--- src/rtl/hynoc_local_interface_pkg.sv ---
// Shared defaults for the HyNoC local interface: flit width, FIFO depth and level width.
package hynoc_local_interface_pkg;

    localparam int FLIT_WIDTH_DEF      = 33;
    localparam int LOG2_FIFO_DEPTH_DEF = 5;
    localparam int LEVEL_W_DEF         = LOG2_FIFO_DEPTH_DEF + 1;

endpackage

--- src/rtl/hynoc_local_fifo.sv ---
// Single-clock first-word-fall-through FIFO with occupancy level, full and empty.
module hynoc_local_fifo
    import hynoc_local_interface_pkg::*;
#(
    parameter int LOG2_DEPTH = LOG2_FIFO_DEPTH_DEF,
    parameter int WIDTH      = FLIT_WIDTH_DEF
) (
    input  logic                  clk,
    input  logic                  srst,
    input  logic                  push,
    input  logic [WIDTH-1:0]      push_data,
    input  logic                  pop,
    output logic [WIDTH-1:0]      pop_data,
    output logic [LOG2_DEPTH:0]   level,
    output logic                  full,
    output logic                  empty
);

    localparam int DEPTH = 2 ** LOG2_DEPTH;
    localparam int LW    = LOG2_DEPTH + 1;

    logic [WIDTH-1:0]      mem [DEPTH];
    logic [LOG2_DEPTH-1:0] wr_ptr;
    logic [LOG2_DEPTH-1:0] rd_ptr;
    logic [LW-1:0]         level_q;
    logic                  push_ok;
    logic                  pop_ok;

    assign full    = (level_q == LW'(DEPTH));
    assign empty   = (level_q == '0);
    assign push_ok = push & ~full;
    assign pop_ok  = pop & ~empty;

    // Storage is never reset; only the pointers and level define validity.
    always_ff @(posedge clk) begin
        if (push_ok) begin
            mem[wr_ptr] <= push_data;
        end
    end

    always_ff @(posedge clk) begin
        if (srst) begin
            wr_ptr  <= '0;
            rd_ptr  <= '0;
            level_q <= '0;
        end else begin
            if (push_ok) begin
                wr_ptr <= wr_ptr + 1'b1;
            end
            if (pop_ok) begin
                rd_ptr <= rd_ptr + 1'b1;
            end
            case ({push_ok, pop_ok})
                2'b10:   level_q <= level_q + LW'(1);
                2'b01:   level_q <= level_q - LW'(1);
                default: level_q <= level_q;
            endcase
        end
    end

    assign pop_data = mem[rd_ptr];
    assign level    = level_q;

endmodule

--- src/rtl/hynoc_local_interface.sv ---
// Local endpoint adapter for a HyNoC router: ingress and egress FWFT FIFOs in one clock domain.
module hynoc_local_interface
    import hynoc_local_interface_pkg::*;
#(
    parameter int LOG2_FIFO_DEPTH = LOG2_FIFO_DEPTH_DEF,
    parameter int FLIT_WIDTH      = FLIT_WIDTH_DEF,
    parameter int SINGLE_CLOCK    = 1
) (
    input  logic                       local_clk,
    input  logic                       local_srst,
    input  logic                       port_egress_clk,
    input  logic                       port_egress_srst,
    output logic                       port_ingress_clk,
    output logic                       port_ingress_srst,
    output logic                       port_ingress_write,
    output logic [FLIT_WIDTH-1:0]      port_ingress_data,
    input  logic                       port_ingress_full,
    input  logic [LOG2_FIFO_DEPTH:0]   port_ingress_fifo_level,
    input  logic                       port_egress_write,
    input  logic [FLIT_WIDTH-1:0]      port_egress_data,
    output logic [LOG2_FIFO_DEPTH:0]   port_egress_fifo_level,
    input  logic                       local_ingress_write,
    input  logic [FLIT_WIDTH-1:0]      local_ingress_data,
    output logic                       local_ingress_full,
    output logic [LOG2_FIFO_DEPTH:0]   local_ingress_fifo_level,
    input  logic                       local_egress_read,
    output logic [FLIT_WIDTH-1:0]      local_egress_data,
    output logic                       local_egress_empty,
    output logic [LOG2_FIFO_DEPTH:0]   local_egress_fifo_level
);

    logic                     srst;
    logic                     ing_empty;
    logic                     eg_full;
    logic [LOG2_FIFO_DEPTH:0] eg_level;
    logic                     unused_inputs;

    assign srst              = local_srst | port_egress_srst;
    assign port_ingress_clk  = local_clk;
    assign port_ingress_srst = local_srst;

    // Router side pops the ingress head on every cycle it is offered and accepted.
    assign port_ingress_write = ~ing_empty & ~port_ingress_full;

    hynoc_local_fifo #(
        .LOG2_DEPTH (LOG2_FIFO_DEPTH),
        .WIDTH      (FLIT_WIDTH)
    ) u_ingress_fifo (
        .clk       (local_clk),
        .srst      (srst),
        .push      (local_ingress_write),
        .push_data (local_ingress_data),
        .pop       (port_ingress_write),
        .pop_data  (port_ingress_data),
        .level     (local_ingress_fifo_level),
        .full      (local_ingress_full),
        .empty     (ing_empty)
    );

    hynoc_local_fifo #(
        .LOG2_DEPTH (LOG2_FIFO_DEPTH),
        .WIDTH      (FLIT_WIDTH)
    ) u_egress_fifo (
        .clk       (local_clk),
        .srst      (srst),
        .push      (port_egress_write),
        .push_data (port_egress_data),
        .pop       (local_egress_read),
        .pop_data  (local_egress_data),
        .level     (eg_level),
        .full      (eg_full),
        .empty     (local_egress_empty)
    );

    assign port_egress_fifo_level  = eg_level;
    assign local_egress_fifo_level = eg_level;

    // Router clock is the same net as local_clk; router level and egress full are informational.
    assign unused_inputs = &{1'b0, port_egress_clk, port_ingress_fifo_level, eg_full, SINGLE_CLOCK[0]};

endmodule

--- config.mk ---
export PLATFORM = sky130hd
export DESIGN_NAME = hynoc_local_interface
export DESIGN_NICKNAME = d
export VERILOG_FILES = /design/src/rtl/hynoc_local_interface_pkg.sv /design/src/rtl/hynoc_local_fifo.sv /design/src/rtl/hynoc_local_interface.sv
export SDC_FILE = /design/constraint.sdc
export NUM_CORES = 2
export LEC_CHECK = 0
export ABC_CLOCK_PERIOD_IN_PS = 3900
export CAP_MARGIN = 20
export CELL_PAD_IN_SITES_DETAIL_PLACEMENT = 1
export CELL_PAD_IN_SITES_GLOBAL_PLACEMENT = 1
export CORE_UTILIZATION = 54
export DETAILED_ROUTE_END_ITERATION = 16
export HOLD_SLACK_MARGIN = 0.05
export PLACE_DENSITY_LB_ADDON = 0.1
export SLEW_MARGIN = 20
export SYNTH_ARGS = -nofsm -noshare
export SYNTH_HDL_FRONTEND = slang
export SYNTH_SLANG_ARGS = --single-unit
--- constraint.sdc ---
create_clock -name local_clk -period 3.9 [get_ports local_clk]
set_clock_uncertainty 0.05 [all_clocks]
set_input_delay 0.78 -clock local_clk [delete_from_list [all_inputs] [get_ports local_clk]]
set_output_delay 0.78 -clock local_clk [all_outputs]
set_load 0.01 [all_outputs]
==> load_flow_metrics.sql <==
INSERT INTO impl_metrics (metric_group, metric, value, unit) VALUES
('outcome', 'status', 'complete, but fails checks', ''),
('outcome', 'failed_checks', 'negative setup slack', ''),
('worst_setup_path', 'timing.critical_path.arrival', '3.33', 'ns'),
('power_and_ir_drop', 'sequential_power_share', '0.543', ''),
('timing', 'timing_hold_violations_final', '0', ''),
('final_layout', 'finish.net_count', '4914', ''),
('placed_design', 'post-place-ws', '0.155', 'ns'),
('yosys', 'synth-edff-count', '2112', ''),
('yosys', 'synth_cells', '4228', ''),
('final_layout', 'finish.utilization', '0.662', ''),
('power_and_ir_drop', 'p_int', '37400', 'uW'),
('power_and_ir_drop', 'finalPower', '47100', 'uW'),
('placed_design', 'numPortBuffers', '161', ''),
('timing', 'finalMaxSlewViolations', '0', ''),
('power_and_ir_drop', 'ir_worst_vdd', '362', 'uV'),
('worst_setup_path', 'critPathKind', 'reg -> out', ''),
('worst_setup_path', 'end_kind', 'output port', ''),
('timing', 'finalSetupViolCount', '66', ''),
('worst_setup_path', 'cp_max_fo', '6', ''),
('routing', 'drt_first_iter_violations', '4994', ''),
('global_route', 'global_route.overflow_total', '0', ''),
('timing', 'min_period_over_period', '1.07', ''),
('die', 'rows', '143', ''),
('routing', 'num_vias', '45800', ''),
('timing', 'timing.fmax', '0.240', 'GHz'),
('yosys', 'unique_masters_post_synth', '54', ''),
('timing', 'relSlewSlack', '0.243', ''),
('routing', 'drtPass1Iterations', '7', ''),
('worst_hold_path', 'holdPathEnd', 'u_ingress_fifo.mem[25][25]$_DFFE_PP_', ''),
('clock_network', 'cts.reportedPaths.clkPinSlew', '0.06', 'ns'),
('clock_network', 'tritoncts', 'yes', ''),
('worst_hold_path', 'holdCritStartpoint', 'local_ingress_data[25]', ''),
('worst_setup_path', 'timing.reg2reg.setup_slack', '0.65', 'ns'),
('final_layout', 'fin_cells', '7030', ''),
('power_and_ir_drop', 'power-per-cell-area', '466', 'nW/um^2'),
('final_layout', 'syn2layout_area_growth', '21.3', '%'),
('placed_design', 'routabilityCongestion', '0.754', ''),
('die', 'initial_core_util', '0.546', ''),
('yosys', 'synth_cell_count_leaders', 'sky130_fd_sc_hd__edfxtp_1, sky130_fd_sc_hd__mux2_2, sky130_fd_sc_hd__mux4_2', ''),
('yosys', 'synthMostInstantiatedCell', 'sky130_fd_sc_hd__edfxtp_1', ''),
('timing', 'finalHoldWorstSlack', '0.311', 'ns'),
('yosys', 'synth_async_sr_flop_share', '0', ''),
('global_route', 'globalRouteTotalUtil', '0.298', ''),
('routing', 'viasPerCell', '6.52', ''),
('yosys', 'synth_area', '83200', 'sq um'),
('power_and_ir_drop', 'swShare', '0.205', ''),
('yosys', 'share_of_the_yosys_chip_area_belonging_to_registers', '0.773', ''),
('timing', 'worst_pin_slew', '1.13', 'ns'),
('power_and_ir_drop', 'net-switching-power', '9650', 'uW'),
('yosys', 'synth_top_cell_by_area', 'sky130_fd_sc_hd__edfxtp_1', ''),
('routing', 'route.detailed.wl_per_inst', '34.1', 'um'),
('global_route', 'grt_max_degree', '49', ''),
('yosys', 'ys_ff_latch', '2154', ''),
('worst_hold_path', 'hold_class', 'in -> reg', ''),
('yosys', 'synth_warnings', '0', ''),
('worst_setup_path', 'worstSetupStartpointType', 'flip-flop', ''),
('final_layout', 'num-fill-cells', '12300', ''),
('die', 'die_height', '394', 'um'),
('power_and_ir_drop', 'share_comb_of_total_power', '0.037', ''),
('timing', 'post-route-worst-setup-slack', '-0.261', 'ns'),
('global_route', 'grt_antenna_before_repair', '12', ''),
('global_route', 'grt_pass1_vias', '47200', ''),
('power_and_ir_drop', 'power_leakage', '0.0320', 'uW'),
('global_route', 'grt_first_pass_wirelength', '331000', 'um'),
('placed_design', 'final_hpwl_dp', '122000', 'um'),
('worst_setup_path', 'reg2regPathDepth', '10', ''),
('routing', 'totalWireLength', '240000', 'um'),
('yosys', 'post_synth_top_flop', 'sky130_fd_sc_hd__edfxtp_1', ''),
('placed_design', 'numPlacedInstances', '6407', ''),
('yosys', 'postSynthAreaPerCell', '19.7', 'sq um'),
('timing', 'unrepaired_setup_endpoints_after_global_routing', 'true', '');
==> timing repair <==
action | CTS | global route
cloned | 22 | 24
hold buffers | 0 | 0
gates resized for setup | 506 | 201
setup buffers | 135 | 61
endpoints found under the setup margin | 66 | 66
pin swaps | 71 | 95
==> critical path, cell delays in order, from the launching register on <==
cell and delay, ns:
sky130_fd_sc_hd__dfxtp_4 0.39, sky130_fd_sc_hd__buf_12 0.11, sky130_fd_sc_hd__buf_6 0.10, sky130_fd_sc_hd__buf_12 0.13
sky130_fd_sc_hd__buf_12 0.14, sky130_fd_sc_hd__buf_12 0.10, sky130_fd_sc_hd__mux4_2 0.48, sky130_fd_sc_hd__a22o_1 0.19
sky130_fd_sc_hd__or4_4 0.58, sky130_fd_sc_hd__buf_6 0.15
==> cells in the final DEF, fill, tap and decap left out, drive strengths merged, types with 66 or more instances in the layout <==
cell type      count
o21ai            136
buf              523
a211oi           132
clkinv           105
nor2             100
edfxtp          2112
clkdlybuf4s50     80
o22ai            132
mux4             264
a22o             132
nor2b            134
nor3             136
clkbuf           287
mux2             396
or4               66
==> final cells by class <==
| class | count | area [sq um] | area share |
|---|---|---|---|
| clock buffers | 264 | 5630 | 0.0558 |
| inverters | 15 | 56.3 | 0.000558 |
| diodes | 6 | 15.0 | 0.000149 |
| repair buffers | 629 | 8320 | 0.0824 |
| multi-input cells | 1802 | 19100 | 0.189 |
| clock inverters | 130 | 995 | 0.00986 |
| flip-flops and latches | 2154 | 64300 | 0.637 |
| well taps | 2030 | 2540 | 0.0252 |
==> routing by layer <==
metal,global-route usage,vias to the layer above,wire [um]
met5,0,-,45
met4,0.0806,6,5910
met3,0.0482,381,19600
met2,0.466,2162,114000
met1,0.439,24700,101000
li1,-,18600,-
==> power by group through the flow <==
stage,clock (uW),combinational [uW],sequential [uW]
CTS,19900,1650,25500
floorplan,21.1,586,26000
global route,20800,1860,25500
detailed placement,26.1,1410,26000
finish,19800,1760,25500
global placement,26.1,1370,26000
==> cells by family after synthesis <==
family,count (synthesis),synth area share
xor+xnor,20,0.00211
fa+ha+maj,16,0.00241
compound gates,571,0.0473
simple gates,525,0.0352
buf+inv,273,0.0142
mux,669,0.126
flops,2154,0.773
==> metrics by stage <==
step | instance area, sq um | TNS, ns
finish | 101000 | -12.46
global route | 101000 | -16.61
CTS | 99300 | -15.75
detailed placement | 90000 | 0
global placement | 90000 | 0
floorplan | 83200 | 0
==> sequential cells by signal, summed over array words and instances (netlist names), named ones only <==
| name | cells |
|---|---|
| u_ingress_fifo.mem | 1056 |
| u_ingress_fifo.wr_ptr | 5 |
| u_egress_fifo.mem | 1056 |
| u_ingress_fifo.rd_ptr | 5 |
| u_ingress_fifo.level | 6 |
| u_egress_fifo.rd_ptr | 5 |
| u_egress_fifo.wr_ptr | 5 |
| u_egress_fifo.level | 6 |
==> worst max path at each step <==
stage	startpoint	end	slack, ns	cells past startpoint
floorplan	port_egress_write	u_egress_fifo.mem[12][0]$_DFFE_PP_	0.49	4
global placement	flip-flop	port_ingress_data[18]	0.16	6
detailed placement	flip-flop	port_ingress_data[18]	0.15	6
CTS	flip-flop	local_egress_data[29]	-0.36	7
global route	flip-flop	local_egress_data[23]	-0.35	8
finish	flip-flop	port_ingress_data[10]	-0.26	9
Note: power is estimated with default switching activity, not from simulation.
